===== config.mk =====
export PLATFORM = sky130hd
export DESIGN_NAME = uart_tx_arbiter
export DESIGN_NICKNAME = d
export VERILOG_FILES = /design/src/rtl/uart_tx_arbiter.sv
export SDC_FILE = /design/constraint.sdc
export NUM_CORES = 1
export LEC_CHECK = 0
export BUFFER_PORTS_ARGS = -buffer_cell sky130_fd_sc_hd__buf_2
export CAP_MARGIN = 20
export CORE_UTILIZATION = 40
export DETAILED_ROUTE_END_ITERATION = 7
export GPL_ROUTABILITY_DRIVEN = 1
export PLACE_DENSITY = 0.67
export SLEW_MARGIN = 40
export SYNTH_ARGS = -nofsm -noshare
export SYNTH_HDL_FRONTEND = slang
export SYNTH_SLANG_ARGS = --single-unit

===== constraint.sdc =====
create_clock -name clk -period 2.4 [get_ports clk]
set_input_delay 0.48 -clock clk [delete_from_list [all_inputs] [get_ports clk]]
set_output_delay 0.48 -clock clk [all_outputs]
set_load 0.05 [all_outputs]

===== src/rtl/uart_tx_arbiter.sv =====
// Round-robin arbiter that shares one UART transmitter among NUM_REQ byte
// producers. It grants a pending requester and latches its byte. It then
// drives the transmitter enable until busy rises and follows busy through
// the frame. When the frame completes it pulses that requester's ack.
module uart_tx_arbiter #(
    parameter int NUM_REQ       = 4,
    parameter int DATA_WIDTH    = 8,
    parameter int START_TIMEOUT = 64,
    parameter int GAP_CYCLES    = 2
) (
    input  logic                          clk,
    input  logic                          reset,
    input  logic [NUM_REQ-1:0]            req_valid,
    input  logic [NUM_REQ*DATA_WIDTH-1:0] req_data,
    output logic [NUM_REQ-1:0]            req_ack,
    output logic                          tx_enable,
    output logic [DATA_WIDTH-1:0]         tx_data,
    input  logic                          tx_busy,
    output logic [$clog2(NUM_REQ)-1:0]    grant_id,
    output logic                          active,
    output logic                          timeout_err
);

    localparam int IW   = $clog2(NUM_REQ);
    localparam int MAXC = (START_TIMEOUT > GAP_CYCLES) ? START_TIMEOUT : GAP_CYCLES;
    localparam int CW   = $clog2(MAXC + 1);
    localparam logic [CW-1:0] TO_LAST  = CW'(START_TIMEOUT - 1);
    localparam logic [CW-1:0] GAP_LAST = CW'((GAP_CYCLES > 0) ? GAP_CYCLES - 1 : 0);

    typedef enum logic [1:0] {IDLE, WAIT_BUSY, WAIT_DONE, GAP} state_t;

    state_t                            state, state_d;
    logic [CW-1:0]                     cnt, cnt_d, cnt_inc;
    logic [IW-1:0]                     rr_ptr, rr_d;
    logic [IW-1:0]                     gid_d, sel;
    logic                              en_d, to_d, found;
    logic [DATA_WIDTH-1:0]             data_d;
    logic [NUM_REQ-1:0]                ack_d;
    logic [NUM_REQ-1:0][DATA_WIDTH-1:0] req_bytes;
    int                                j;

    assign req_bytes = req_data;
    // Saturating increment so a long stall can never wrap the counter.
    assign cnt_inc   = (cnt == '1) ? cnt : cnt + 1'b1;

    // Round-robin scan: first pending requester after the last one served.
    always_comb begin
        found = 1'b0;
        sel   = '0;
        j     = 0;
        for (int i = 1; i <= NUM_REQ; i++) begin
            j = int'(rr_ptr) + i;
            if (j >= NUM_REQ) j = j - NUM_REQ;
            if (!found && req_valid[IW'(j)]) begin
                found = 1'b1;
                sel   = IW'(j);
            end
        end
    end

    // Next-state and next-output logic; every output is registered below.
    always_comb begin
        state_d = state;
        cnt_d   = cnt;
        rr_d    = rr_ptr;
        en_d    = tx_enable;
        data_d  = tx_data;
        gid_d   = grant_id;
        ack_d   = '0;
        to_d    = 1'b0;
        case (state)
            IDLE: begin
                en_d = 1'b0;
                // A stale frame still on the line blocks any new grant.
                if (found && !tx_busy) begin
                    data_d  = req_bytes[sel];
                    gid_d   = sel;
                    en_d    = 1'b1;
                    cnt_d   = '0;
                    state_d = WAIT_BUSY;
                end
            end
            WAIT_BUSY: begin
                en_d  = 1'b1;
                cnt_d = cnt_inc;
                if (tx_busy) begin
                    en_d    = 1'b0;
                    state_d = WAIT_DONE;
                end else if (cnt == TO_LAST) begin
                    // Transmitter never started: give up and pass the turn on.
                    en_d    = 1'b0;
                    to_d    = 1'b1;
                    rr_d    = grant_id;
                    state_d = IDLE;
                end
            end
            WAIT_DONE: begin
                en_d = 1'b0;
                if (!tx_busy) begin
                    ack_d[grant_id] = 1'b1;
                    rr_d            = grant_id;
                    cnt_d           = '0;
                    state_d         = (GAP_CYCLES > 0) ? GAP : IDLE;
                end
            end
            GAP: begin
                en_d  = 1'b0;
                cnt_d = cnt_inc;
                if (cnt == GAP_LAST) state_d = IDLE;
            end
            default: state_d = IDLE;
        endcase
    end

    // State and registered outputs.
    always_ff @(posedge clk) begin
        if (reset) begin
            state       <= IDLE;
            cnt         <= '0;
            rr_ptr      <= IW'(NUM_REQ - 1);
            tx_enable   <= 1'b0;
            tx_data     <= '1;
            grant_id    <= '0;
            req_ack     <= '0;
            timeout_err <= 1'b0;
            active      <= 1'b0;
        end else begin
            state       <= state_d;
            cnt         <= cnt_d;
            rr_ptr      <= rr_d;
            tx_enable   <= en_d;
            tx_data     <= data_d;
            grant_id    <= gid_d;
            req_ack     <= ack_d;
            timeout_err <= to_d;
            active      <= (state_d != IDLE);
        end
    end

endmodule


# After elaboration in Yosys (flattened, before gate mapping)
# Index checks and enable logic that the tools add are counted.
# op_classes
n_addsub	9
magnitude_cmp	11
eq_ne	11
n_mux	47
bitwise_logic	2
n_reduce_logical	19
# ops
cell	count
$mux 2	16
$mux 7	3
$pmux 7 s3	1
$mux 1	17
$bmux 8 s2	1
$lt 2x4->1 const B	4
$ne 2x2->1 const B	5
$ge 3x3->1 const B	3
$bmux 1 s2	4
$mux 8	1
$pmux 2 s4	1
$sub 2x1->2 const B	4
$add 7x1->7 const B	1
$eq 7x1->1 const B	1
$eq 7x6->1 const B	1
$eq 7x7->1 const B	1
$add 2x2->3 const B	2
$lt 2x3->1 const B	2
$reduce_or 3->1	2
$logic_and 1x1->1	5
$add 2x3->4 const B	1
$eq 2x2->1 const B	2
$ge 4x3->1 const B	1
$logic_not 1->1	4
other kinds (13)	16
# word_totals
regBits	28
input_bits	39
out_inout_bits	17
elab_cells	108

# Logic depth before layout (Yosys ltp)
# depth
depth_word	20
mapped_depth	8
mapped_depth_nobuf	7

# Worst setup path before layout
# Ideal clock, no wire load.
# synth_path
path_kind	in2reg
from	in req_valid[2]
to	reg tx_data[0]
arrival_ns	1.636
slack_ns	0.623
cell_stages	8
cell_sequence	or3b_1 buf_6 o21ai_2 a21o_1 buf_6 buf_12 mux2i_1 a211oi_2
# synth_via
elab_chain_cells	15
# synth_rtl
element	line_no	text
start, declared	13	input logic [NUM_REQ-1:0] req_valid,
$bmux 1 s2	54	if (!found && req_valid[IW'(j)]) begin
$mux 1 (not written as such) (2 in a row)	54	
$mux 1	54	
$logic_not 1->1	54	
$logic_and 1x1->1	54	
$mux 1	54	
$logic_not 1->1	54	
$logic_and 1x1->1	54	
$mux 1	54	
$logic_not 1->1	54	
$logic_and 1x1->1	54	
$mux 2 or $mux 1 (tied branches)	54	
$bmux 8 s2 or $logic_and 1x1->1 (tied branches)	76, 75	
$mux 8 (not written as such) or $reduce_and 2->1 (tied branches)	--	
end signal, assigned	132	tx_data <= data_d;
end, declared	17	output logic [DATA_WIDTH-1:0] tx_data,
# Several ways; a longest one is shown, not always the timed one. The select of a mux whose other input is x is not followed.
# A chain may end at the register's enable or synchronous reset.

# Worst setup path in the final report
# layout_path
from	reg cnt[0]
to	reg active
# layout_via
elab_chain_cells	5
# layout_rtl
element	line_no	text
start, declared	33	logic [CW-1:0] cnt, cnt_d, cnt_inc;
start signal, assigned	129	cnt <= cnt_d;
$eq 7x6->1	89	end else if (cnt == TO_LAST) begin
$mux 2	89	
$mux 2	86	if (tx_busy) begin
$pmux 2 s4 (*)	71	case (state)
$reduce_bool 2->1 (*)	136	active <= (state_d != IDLE);
end signal, assigned	136	
end, declared	20	output logic active,
# Every way passes the cells marked *; elsewhere a longest branch is shown, timed or not.

==> key figures <==
Outcome
  • Outcome: complete, no violations

Placed design
  • Placed instance count: 277
  • Gp weighted congestion: 0.775
  • HPWL Detailed: 2.77 mm
  • I/O Buffers: 55
  • Setup WS pre-CTS: 0.369 ns
  • Placed Instance Area: 1840 sq um

Routing
  • Via Count: 1494
  • DRT iter0 DRCs: 78
  • WL per Instance: 12.8 microns
  • Via/cell ratio: 5.32
  • Residual DRC: 0
  • First-pass DRT Iterations: 4
  • Antenna-violating nets left: 0
  • Post-Route WL: 3.61 mm

STA
  • Post-Route Skew: 0.00300 ns
  • Worst-Margin Slew: 0.670 ns
  • RSZ-0062 raised after global routing: no
  • Max Clk Rate: 517 MHz
  • Slew Limit Fails: 0
  • Setup violators final: 0
  • Tmin final: 1.94 ns
  • Final Cycle Share: 0.806
  • Max-slew headroom: 0.550
  • PnR worst setup slack: 0.465 ns
  • Final hold vios: 0
  • Setup tns final: 0 ns

Hold path
  • HP Start: cnt[1]
  • Worst min path class: flop to flop
  • WHS Path Cells: 2

Die
  • Starting Density: 0.417
  • Die width: 64.0 microns
  • Die Area: 4100 sq um
  • Rows: 22
  • # IOs: 56
  • Placeable Area: 3690 sq um
  • Die height: 64.0 microns

Worst setup path
  • Kind of critical path: flop to flop
  • Reg2reg path depth: 6
  • Worst Setup Start Kind: flop
  • CP startpoint: cnt[0]
  • CP endpoint kind: flop
  • FF-to-FF setup slack: 0.46 ns
  • Crit Path Max Fanout: 5
  • Reg2reg start: cnt[0]
  • Critical path data arrival time: 2.10 ns
  • CP required: 2.56 ns

Clock network
  • Post-CTS Setup Repair Bufs: 0
  • Clk sinks: 28
  • Clock buffer count from CTS: 3
  • H-tree depth: 1
  • Clk buf depth: 2
  • Clk slew on worst S/H paths: 0.09 ns
  • TritonCTS clock tree: done
  • Post-cts hold buffer count: 0
  • Clk root buf: clkbuf_8
  • Skew-Pair Late Insertion Delay: 0.28 ns
  • Number of gates resized after CTS: 0

Finish
  • Fin cells: 281
  • Filler cells: 370
  • Fin nets: 275
  • Ant. Diodes: 0
  • Layout area overhead: 24.0%
  • Post-route cell area: 1910 sq um
  • Layout cells sized above 1: 0.322

Logic synthesis
  • Syn Area/Cell: 8.60 sq um
  • Flops & latches, synth: 28
  • Top FF cell, synth: dfxtp_1
  • Distinct cells, synth: 41
  • Ys Warns: 0
  • Seq/Total Area, Yosys: 0.364
  • Area contributors post-synth: dfxtp_1, nor2_1, mux2i_1
  • Post-synth EDFFs: 0
  • Mapped Nets: 220
  • Post-synthesis cell count: 179
  • Leading area contributor after synthesis: dfxtp_1
  • Async S/R FF share, synth: 0
  • Yosys top cell area share: 0.364
  • Mapped Area: 1540 sq um

Global route
  • GRT Residual Overflow: 0
  • Global-route wire length before repair: 5.91 mm
  • Vias in the first global route: 1337
  • Largest net degree at the start of global routing: 17
  • Initial antenna violation count: 0
  • Tot GR Track Use: 0.181

Power and ir drop
  • Leakage: 0.874 nW
  • Peak supply drop: 0.000316 V
  • PD cells: 612 nW/um^2

Flow run
  • Max cap viols: 0
==> metrics by stage <==
step | total power (W) | hold slack [ns] | util
after floorplan | 0.000731 | 0.470 | -
after global placement | 0.000807 | 0.500 | 0.497
after detailed placement | 0.000810 | 0.501 | 0.498
after CTS | 0.00118 | 0.516 | 0.517
after global routing | 0.00123 | 0.537 | 0.517
final | 0.00117 | 0.512 | 0.517
==> registers in the layout, summed over array words and instances (netlist names) <==
register / flops
tx_data: 8
timeout_err: 1
state: 2
cnt: 7
req_ack: 4
active: 1
grant_id: 2
rr_ptr: 2
tx_enable: 1
==> logic make-up after synthesis <==
group / synth area share
buffers and inverters: 0.0577
and+or+nand+nor: 0.250
muxes: 0.0845
adders and majority gates: 0.0163
DFF: 0.364
xor gates and xnor gates: 0.0228
AOI/OAI and AO/OA: 0.204
==> worst paths after layout <==
check,endpoint
min reg2reg,cnt[1]
max,active
min,cnt[1]
max reg2reg,active
==> per-layer routing <==
metal  wire, microns  global-route usage
met1            1710               0.239
met2            1620               0.297
met3             221              0.0250
met4              59              0.0682
met5               0                   0
==> critical path, cell delays in order (launching register included) <==
cell and delay, ns:
dfxtp_1 0.42, ha_1 0.17, or4b_2 0.58, nor3_1 0.24, nand2_1 0.09, a22oi_1 0.22
o22ai_1 0.11
==> cells in the final DEF (no fill, tap or decap), drive strengths merged, types with 4 or more instances in the layout <==
master	netlist	final
xor2	4	4
mux2i	13	13
inv	7	7
nor2	39	39
dfxtp	28	28
buf	4	58
nand2	17	17
o21ai	5	5
nor3	5	5
a211oi	9	9
a221oi	8	8
==> where the power goes <==
part	internal [W]	leakage, nW	switching (W)
Clock	0.000224	0.0357	0.000146
Combinational	0.0000989	0.610	0.000182
Sequential	0.000492	0.229	0.0000256
Total	0.000815	0.874	0.000354
==> area by class of cell <==
type	instances	area, sq um	share of cell area
Multi-Input combinational cell	136	892	0.468
Sequential cell	28	561	0.294
Timing Repair Buffer	58	298	0.156
Tap cell	48	60.1	0.0315
Clock buffer	3	41.3	0.0216
Clock inverter	1	30.0	0.0157
Inverter	7	26.3	0.0138
==> cell usage after synthesis (3+ instances only) <==
| cell type | instances |
|---|---|
| nand2_1 | 17 |
| nor3_1 | 5 |
| dfxtp_1 | 28 |
| o21ai_0 | 4 |
| xor2_1 | 4 |
| clkbuf_1 | 4 |
| a211oi_2 | 9 |
| mux2i_1 | 13 |
| a21oi_1 | 3 |
| and3_1 | 3 |
| inv_1 | 7 |
| nor2_1 | 39 |
| a221oi_1 | 8 |
Power figures use the tool's default switching activity.
